==> config.mk <==
export PLATFORM = sky130hd
export DESIGN_NAME = ro_trng_postproc
export DESIGN_NICKNAME = d
export VERILOG_FILES = /design/src/rtl/trng_pkg.sv /design/src/rtl/vn_debias.sv /design/src/rtl/ro_trng_postproc.sv
export SDC_FILE = /design/constraint.sdc
export NUM_CORES = 1
export LEC_CHECK = 0
export CAP_MARGIN = 20
export CORE_UTILIZATION = 40
export DETAILED_ROUTE_END_ITERATION = 8
export PLACE_DENSITY_LB_ADDON = 0.05
export SLEW_MARGIN = 20
export SYNTH_ARGS = -nofsm -noshare
export SYNTH_HDL_FRONTEND = slang
export SYNTH_HIERARCHICAL = 1
export SYNTH_SLANG_ARGS = --single-unit
==> constraint.sdc <==
create_clock -name clk -period 2.76 [get_ports clk]
set_input_delay 0.828 -clock clk [delete_from_list [all_inputs] [get_ports clk]]
set_output_delay 0.828 -clock clk [all_outputs]
set_load 0.01 [all_outputs]
==> src/rtl/trng_pkg.sv <==
// Shared types and default parameters for the ring-oscillator TRNG post-processor.
package trng_pkg;

  // Von Neumann pair tracker: waiting for the first bit of a pair, or for the second.
  typedef enum logic {
    PAIR_A = 1'b0,
    PAIR_B = 1'b1
  } pair_state_t;

  localparam int unsigned DEF_WIDTH    = 32;
  localparam int unsigned DEF_DIV      = 4;
  localparam int unsigned DEF_RC_LIMIT = 16;

endpackage

==> src/rtl/vn_debias.sv <==
// Von Neumann corrector: consumes strobed raw samples in pairs and emits one
// unbiased bit for every unequal pair (10 -> 1, 01 -> 0).
module vn_debias
  import trng_pkg::*;
(
  input  logic clk,
  input  logic clear,
  input  logic enable,
  input  logic strobe,
  input  logic sample,
  output logic bit_valid,
  output logic bit_out
);

  pair_state_t state_q, state_d;
  logic        a_q, a_d;

  // Pair state and stored first bit.
  always_ff @(posedge clk or posedge clear) begin
    if (clear) begin
      state_q <= PAIR_A;
      a_q     <= 1'b0;
    end else begin
      state_q <= state_d;
      a_q     <= a_d;
    end
  end

  // Next pair state; pausing discards a half-collected pair.
  always_comb begin
    state_d   = state_q;
    a_d       = a_q;
    bit_valid = 1'b0;
    bit_out   = a_q;
    if (!enable) begin
      state_d = PAIR_A;
    end else if (strobe) begin
      case (state_q)
        PAIR_A: begin
          a_d     = sample;
          state_d = PAIR_B;
        end
        PAIR_B: begin
          bit_valid = (a_q != sample);
          state_d   = PAIR_A;
        end
        default: state_d = PAIR_A;
      endcase
    end
  end

endmodule

==> src/rtl/ro_trng_postproc.sv <==
// Post-processing behind the ring-oscillator XOR tree: sample divider,
// repetition-count health test, von Neumann debias and word packer with a
// valid/ready output.
//
// Handshake: out_data/out_valid come straight from registers. A word is taken
// by the consumer at a posedge where out_valid & out_ready are both 1; while
// out_valid=1 and out_ready=0 the word is held unchanged. A completed word is
// loaded whenever the output register is empty or being taken in that same
// edge, so words can move back-to-back. A health failure drops out_valid and
// stops all further transfers until clear.
module ro_trng_postproc
  import trng_pkg::*;
#(
  parameter int unsigned WIDTH    = DEF_WIDTH,
  parameter int unsigned DIV      = DEF_DIV,
  parameter int unsigned RC_LIMIT = DEF_RC_LIMIT
) (
  input  logic             clk,
  input  logic             clear,
  input  logic             enable,
  input  logic             raw_bit,
  output logic [WIDTH-1:0] out_data,
  output logic             out_valid,
  input  logic             out_ready,
  output logic             health_fail
);

  localparam int BW = $clog2(WIDTH + 1);
  localparam int DW = (DIV > 1) ? $clog2(DIV) : 1;
  localparam int RW = $clog2(RC_LIMIT + 1);

  localparam logic [DW-1:0] DIV_LAST = DW'(DIV - 1);
  localparam logic [RW-1:0] RC_MAX   = RW'(RC_LIMIT);
  localparam logic [BW-1:0] BIT_FULL = BW'(WIDTH);

  logic [DW-1:0]    div_cnt_q, div_cnt_d;
  logic             strobe;
  logic [RW-1:0]    rc_cnt_q, rc_cnt_d;
  logic             prev_q, prev_d;
  logic             fail_q, fail_d;
  logic             bit_valid, bit_out;
  logic [WIDTH-1:0] sh_q, sh_d;
  logic [BW-1:0]    bit_cnt_q, bit_cnt_d;
  logic [WIDTH-1:0] data_q, data_d;
  logic             valid_q, valid_d;
  logic             complete, xfer;

  // Sample divider: strobe on the last count of each DIV-cycle window.
  always_comb begin
    strobe    = enable && (div_cnt_q == DIV_LAST);
    div_cnt_d = div_cnt_q;
    if (!enable || strobe) begin
      div_cnt_d = '0;
    end else begin
      div_cnt_d = div_cnt_q + DW'(1);
    end
  end

  // Repetition-count test on every strobed sample; rc_cnt==0 marks "no sample yet".
  always_comb begin
    rc_cnt_d = rc_cnt_q;
    prev_d   = prev_q;
    fail_d   = fail_q;
    if (strobe) begin
      prev_d = raw_bit;
      if ((rc_cnt_q == '0) || (raw_bit != prev_q)) begin
        rc_cnt_d = RW'(1);
      end else if (rc_cnt_q != RC_MAX) begin
        rc_cnt_d = rc_cnt_q + RW'(1);
      end
      if (rc_cnt_d == RC_MAX) begin
        fail_d = 1'b1;
      end
    end
  end

  vn_debias u_vn_debias (
    .clk       (clk),
    .clear     (clear),
    .enable    (enable),
    .strobe    (strobe),
    .sample    (raw_bit),
    .bit_valid (bit_valid),
    .bit_out   (bit_out)
  );

  assign complete = (bit_cnt_q == BIT_FULL);
  assign xfer     = complete && !fail_q && (!valid_q || out_ready);

  // Packer and output register; bits arriving on a full, untransferred word are dropped.
  always_comb begin
    sh_d      = sh_q;
    bit_cnt_d = bit_cnt_q;
    data_d    = data_q;
    valid_d   = valid_q;
    if (xfer) begin
      data_d    = sh_q;
      valid_d   = 1'b1;
      bit_cnt_d = bit_valid ? BW'(1) : '0;
    end else begin
      if (valid_q && out_ready) begin
        valid_d = 1'b0;
      end
      if (bit_valid && !complete) begin
        bit_cnt_d = bit_cnt_q + BW'(1);
      end
    end
    if (bit_valid && (xfer || !complete)) begin
      sh_d = {sh_q[WIDTH-2:0], bit_out};
    end
    if (fail_d) begin
      valid_d = 1'b0;
    end
  end

  // All datapath state.
  always_ff @(posedge clk or posedge clear) begin
    if (clear) begin
      div_cnt_q <= '0;
      rc_cnt_q  <= '0;
      prev_q    <= 1'b0;
      fail_q    <= 1'b0;
      sh_q      <= '0;
      bit_cnt_q <= '0;
      data_q    <= '0;
      valid_q   <= 1'b0;
    end else begin
      div_cnt_q <= div_cnt_d;
      rc_cnt_q  <= rc_cnt_d;
      prev_q    <= prev_d;
      fail_q    <= fail_d;
      sh_q      <= sh_d;
      bit_cnt_q <= bit_cnt_d;
      data_q    <= data_d;
      valid_q   <= valid_d;
    end
  end

  assign out_data    = data_q;
  assign out_valid   = valid_q;
  assign health_fail = fail_q;

endmodule
==> results.py <==
metrics = {
    "timing": {
        "finClkSkew_ns": 0.00854,
        "finalWorstPathRequiredPeriod_ns": 2.50,
        "drv_slew": 0,
        "hold_viol": 0,
        "grt_setup_unrepaired": "no",
        "report.final.setup_viol": 0,
        "slew_at_the_pin_with_the_worst_max_slew_slack_ns": 1.05,
        "max_freq_mhz": 400,
        "relative_slew_slack_pct": 29.8,
        "finalCritPeriodShare_pct": 90.6,
        "finalWorstSetupSlack_ns": 0.260,
    },
    "logic_synthesis": {
        "synth.cell_area_mm2": 0.00341,
        "top_cell_type_by_total_area_after_synthesis": "sky130_fd_sc_hd__dfrtp_1",
        "synth.top_cells.by_count": "sky130_fd_sc_hd__dfrtp_1, sky130_fd_sc_hd__mux2_2, sky130_fd_sc_hd__inv_1",
        "synth-edff-count": 0,
        "post_synth_inst_count": 235,
        "synth_area_leaders": "sky130_fd_sc_hd__dfrtp_1, sky130_fd_sc_hd__mux2_2, sky130_fd_sc_hd__buf_6",
        "synth-seq-cells": 82,
        "yosysUniqueCellTypes": 42,
        "ys_seq_area_share_pct": 60.2,
        "avgSynthCellArea_um2": 14.5,
        "ys_async_sr_fraction_pct": 100,
        "syn_nets": 245,
        "synthFlopType": "sky130_fd_sc_hd__dfrtp_1",
        "synth-warning-count": 6,
        "synth.most_common_cell": "sky130_fd_sc_hd__dfrtp_1",
        "synth_top_area_share_pct": 60.2,
    },
    "worst_setup_path": {
        "maximum_fanout_along_the_worst_path": 33,
        "timing.setup.critical_path_class": "input pin to register",
        "worstPathRequired_ns": 2.99,
        "critical_path_arrival_ns": 2.73,
        "critPathLaunchType": "input pin",
        "setup.worst_path.end_class": "register",
    },
    "layout": {
        "fin_util_pct": 51.0,
        "final_layout_size_suffix_gt1_share_pct": 33.9,
        "nNetsFinal": 295,
        "area_delta_synth_final_pct": 22.9,
        "final_cell_area_mm2": 0.00419,
        "fillCellCount": 701,
        "final_cell_count_no_fill": 394,
        "n_antenna_cell": 0,
    },
    "global_route": {
        "antenna_found_initial": 0,
        "grt_max_degree": 81,
        "grt_pass1_wl_um": 9720,
        "grt_pass1_vias": 1930,
        "grtUsageTotal_pct": 14.4,
        "grt_overflow_total": 0,
    },
    "routing": {
        "detailroute.via_count": 1929,
        "detailedRoute.firstIterationViolations": 49,
        "post_drt_wl_per_cell_um": 14.0,
        "post-route-drc-count": 0,
        "drt-total-wl_um": 5510,
        "final_antenna_net_count": 0,
        "drt-pass1-iter-count": 4,
        "via_per_inst": 4.90,
    },
    "die": {
        "initial_utilization_pct": 41.5,
        "rows": 33,
        "top_ports": 39,
        "floorplan.die.width_um": 94.3,
        "design.core.area_mm2": 0.00822,
        "die_h_um": 94.3,
        "die_area_mm2": 0.00890,
    },
    "cts": {
        "cts.repair.resized": 0,
        "max-clock-path-buffers": 2,
        "cts_inserted_buffers": 9,
        "post-cts-setup-buffer-count": 0,
        "ctsRootBufferMaster": "sky130_fd_sc_hd__clkbuf_8",
        "clkTransAtPathRegs_ns": 0.08,
        "cts_hold_repair.buffers": 0,
        "cts_tree": "yes",
        "tritoncts_num_sinks": 82,
        "worstSkewPairLatency_ns": 0.34,
        "htree_levels": 3,
    },
    "pwr": {
        "seq_power_share_pct": 51.0,
        "combPwrFrac_pct": 8.8,
        "cellPowerDensity_mw_per_mm2": 615,
        "p_leak_nw": 2.02,
        "power_switching_share_pct": 23.3,
        "max-vdd-ir-drop_mv": 0.366,
        "switchingPower_uw": 599,
        "clock_power_share_pct": 40.2,
        "intPower_mw": 1.98,
    },
    "hold_path": {
        "hold_class": "register to register",
    },
    "place": {
        "final_estimated_routing_congestion_in_global_placement": 0.808,
        "place.detailed.instances": 379,
        "placement.setup.worst_slack_ns": -0.140,
        "dpl_hpwl_um": 3400,
        "post_dp_cell_area_mm2": 0.00395,
        "port_buffers": 38,
    },
    "run": {
        "cap_violations": 0,
    },
    "outcome": {
        "outcome": "completed",
    },
}
layer usage:
layer	global-route usage, %	up-vias	wire length, um
met1	20.3	964	2820
met5	0	-	0
li1	-	929	-
met3	4.21	8	213
met2	19.9	28	2380
met4	7.69	0	97
cells in the final DEF, fill, tap and decap left out, drive strengths merged:
| master | count |
|---|---|
| o211ai | 1 |
| xor2 | 3 |
| a31o | 1 |
| and3 | 3 |
| a221oi | 1 |
| xnor2 | 6 |
| or2 | 1 |
| a2bb2oi | 1 |
| nor3 | 2 |
| nand2 | 5 |
| nor2b | 1 |
| nand3b | 1 |
| mux2 | 66 |
| nand4 | 4 |
| a211oi | 1 |
| ha | 5 |
| buf | 10 |
| nor4b | 1 |
| o21ai | 6 |
| a211o | 1 |
| o2111ai | 1 |
| inv | 9 |
| dfrtp | 82 |
| clkinvlp | 2 |
| a2111oi | 1 |
| and3b | 1 |
| nand3 | 7 |
| clkdlybuf4s50 | 38 |
| a21o | 1 |
| bufinv | 3 |
| clkinv | 2 |
| nor3b | 2 |
| nor2 | 5 |
| and2 | 1 |
| clkbuf | 10 |
| a21oi | 3 |
| nand2b | 1 |
kinds of logic after synthesis:
logic type               Yosys count  synth area share, %
AO/OA/AOI/OAI                     18                 3.63
XOR/XNOR                           9                 2.31
adder cells (fa/ha/maj)            5                 1.83
buffers and inverters             20                 3.60
flip-flops                        82                 60.2
multiplexers                      66                 21.9
AND/OR/NAND/NOR                   35                 6.53
power by group through the flow:
stage / registers (mW) / clock network, mW / logic [mW]
5_1_grt: 1.32 / 1.13 / 0.262
6_report: 1.31 / 1.04 / 0.225
2_1_floorplan: 1.30 / 0 / 0.202
3_5_place_dp: 1.34 / 0 / 0.229
3_3_place_gp: 1.34 / 0 / 0.226
4_1_cts: 1.31 / 1.07 / 0.229
critical path, cell delays in order:
cell	delay [ns]
sky130_fd_sc_hd__clkdlybuf4s50_1	0.41
sky130_fd_sc_hd__nor2b_1	0.15
sky130_fd_sc_hd__nor2_1	0.09
sky130_fd_sc_hd__o21ai_4	0.81
sky130_fd_sc_hd__mux2_2	0.42
sequential cells by signal, indices dropped and copies added, names as in the netlist:
signal / cells
sh_q: 32
u_vn_debias/bit_out: 1
u_vn_debias/state_q: 1
health_fail: 1
out_data: 32
out_valid: 1
div_cnt_q: 2
bit_cnt_q: 6
rc_cnt_q: 5
prev_q: 1
layout make-up:
type | instances | area (um^2) | share of cell area, %
tap | 105 | 131 | 3.13
sequential | 82 | 2050 | 49.0
clock buffer | 10 | 138 | 3.28
inverter | 11 | 45.0 | 1.07
timing repair buffer | 48 | 480 | 11.5
clock inverter | 5 | 103 | 2.45
multi-input combinational | 133 | 1240 | 29.6
final timing paths:
check | from | slack (ns) | cells past startpoint | to
min in group asynchronous | clear | 0.74 | 2 | u_vn_debias/state_q
worst max register to register | bit_cnt_q[0] | 0.42 | 6 | sh_q[27]
worst min register to register | div_cnt_q[0] | 0.45 | 1 | div_cnt_q[0]
worst min-delay path | div_cnt_q[0] | 0.45 | 1 | div_cnt_q[0]
worst max-delay path | out_ready | 0.26 | 5 | sh_q[27]
max in group asynchronous | clear | 1.43 | 3 | sh_q[0]
through the flow:
stage | total power [mW] | TNS, ns | hold WS, ns
finish | 2.58 | 0 | 0.447
global route | 2.71 | 0 | 0.484
CTS | 2.62 | 0 | 0.454
detailed placement | 1.56 | -4.06 | 0.440
global placement | 1.56 | -2.83 | 0.426
floorplan | 1.50 | 0 | 0.416
(Power assumes the default switching activity.)
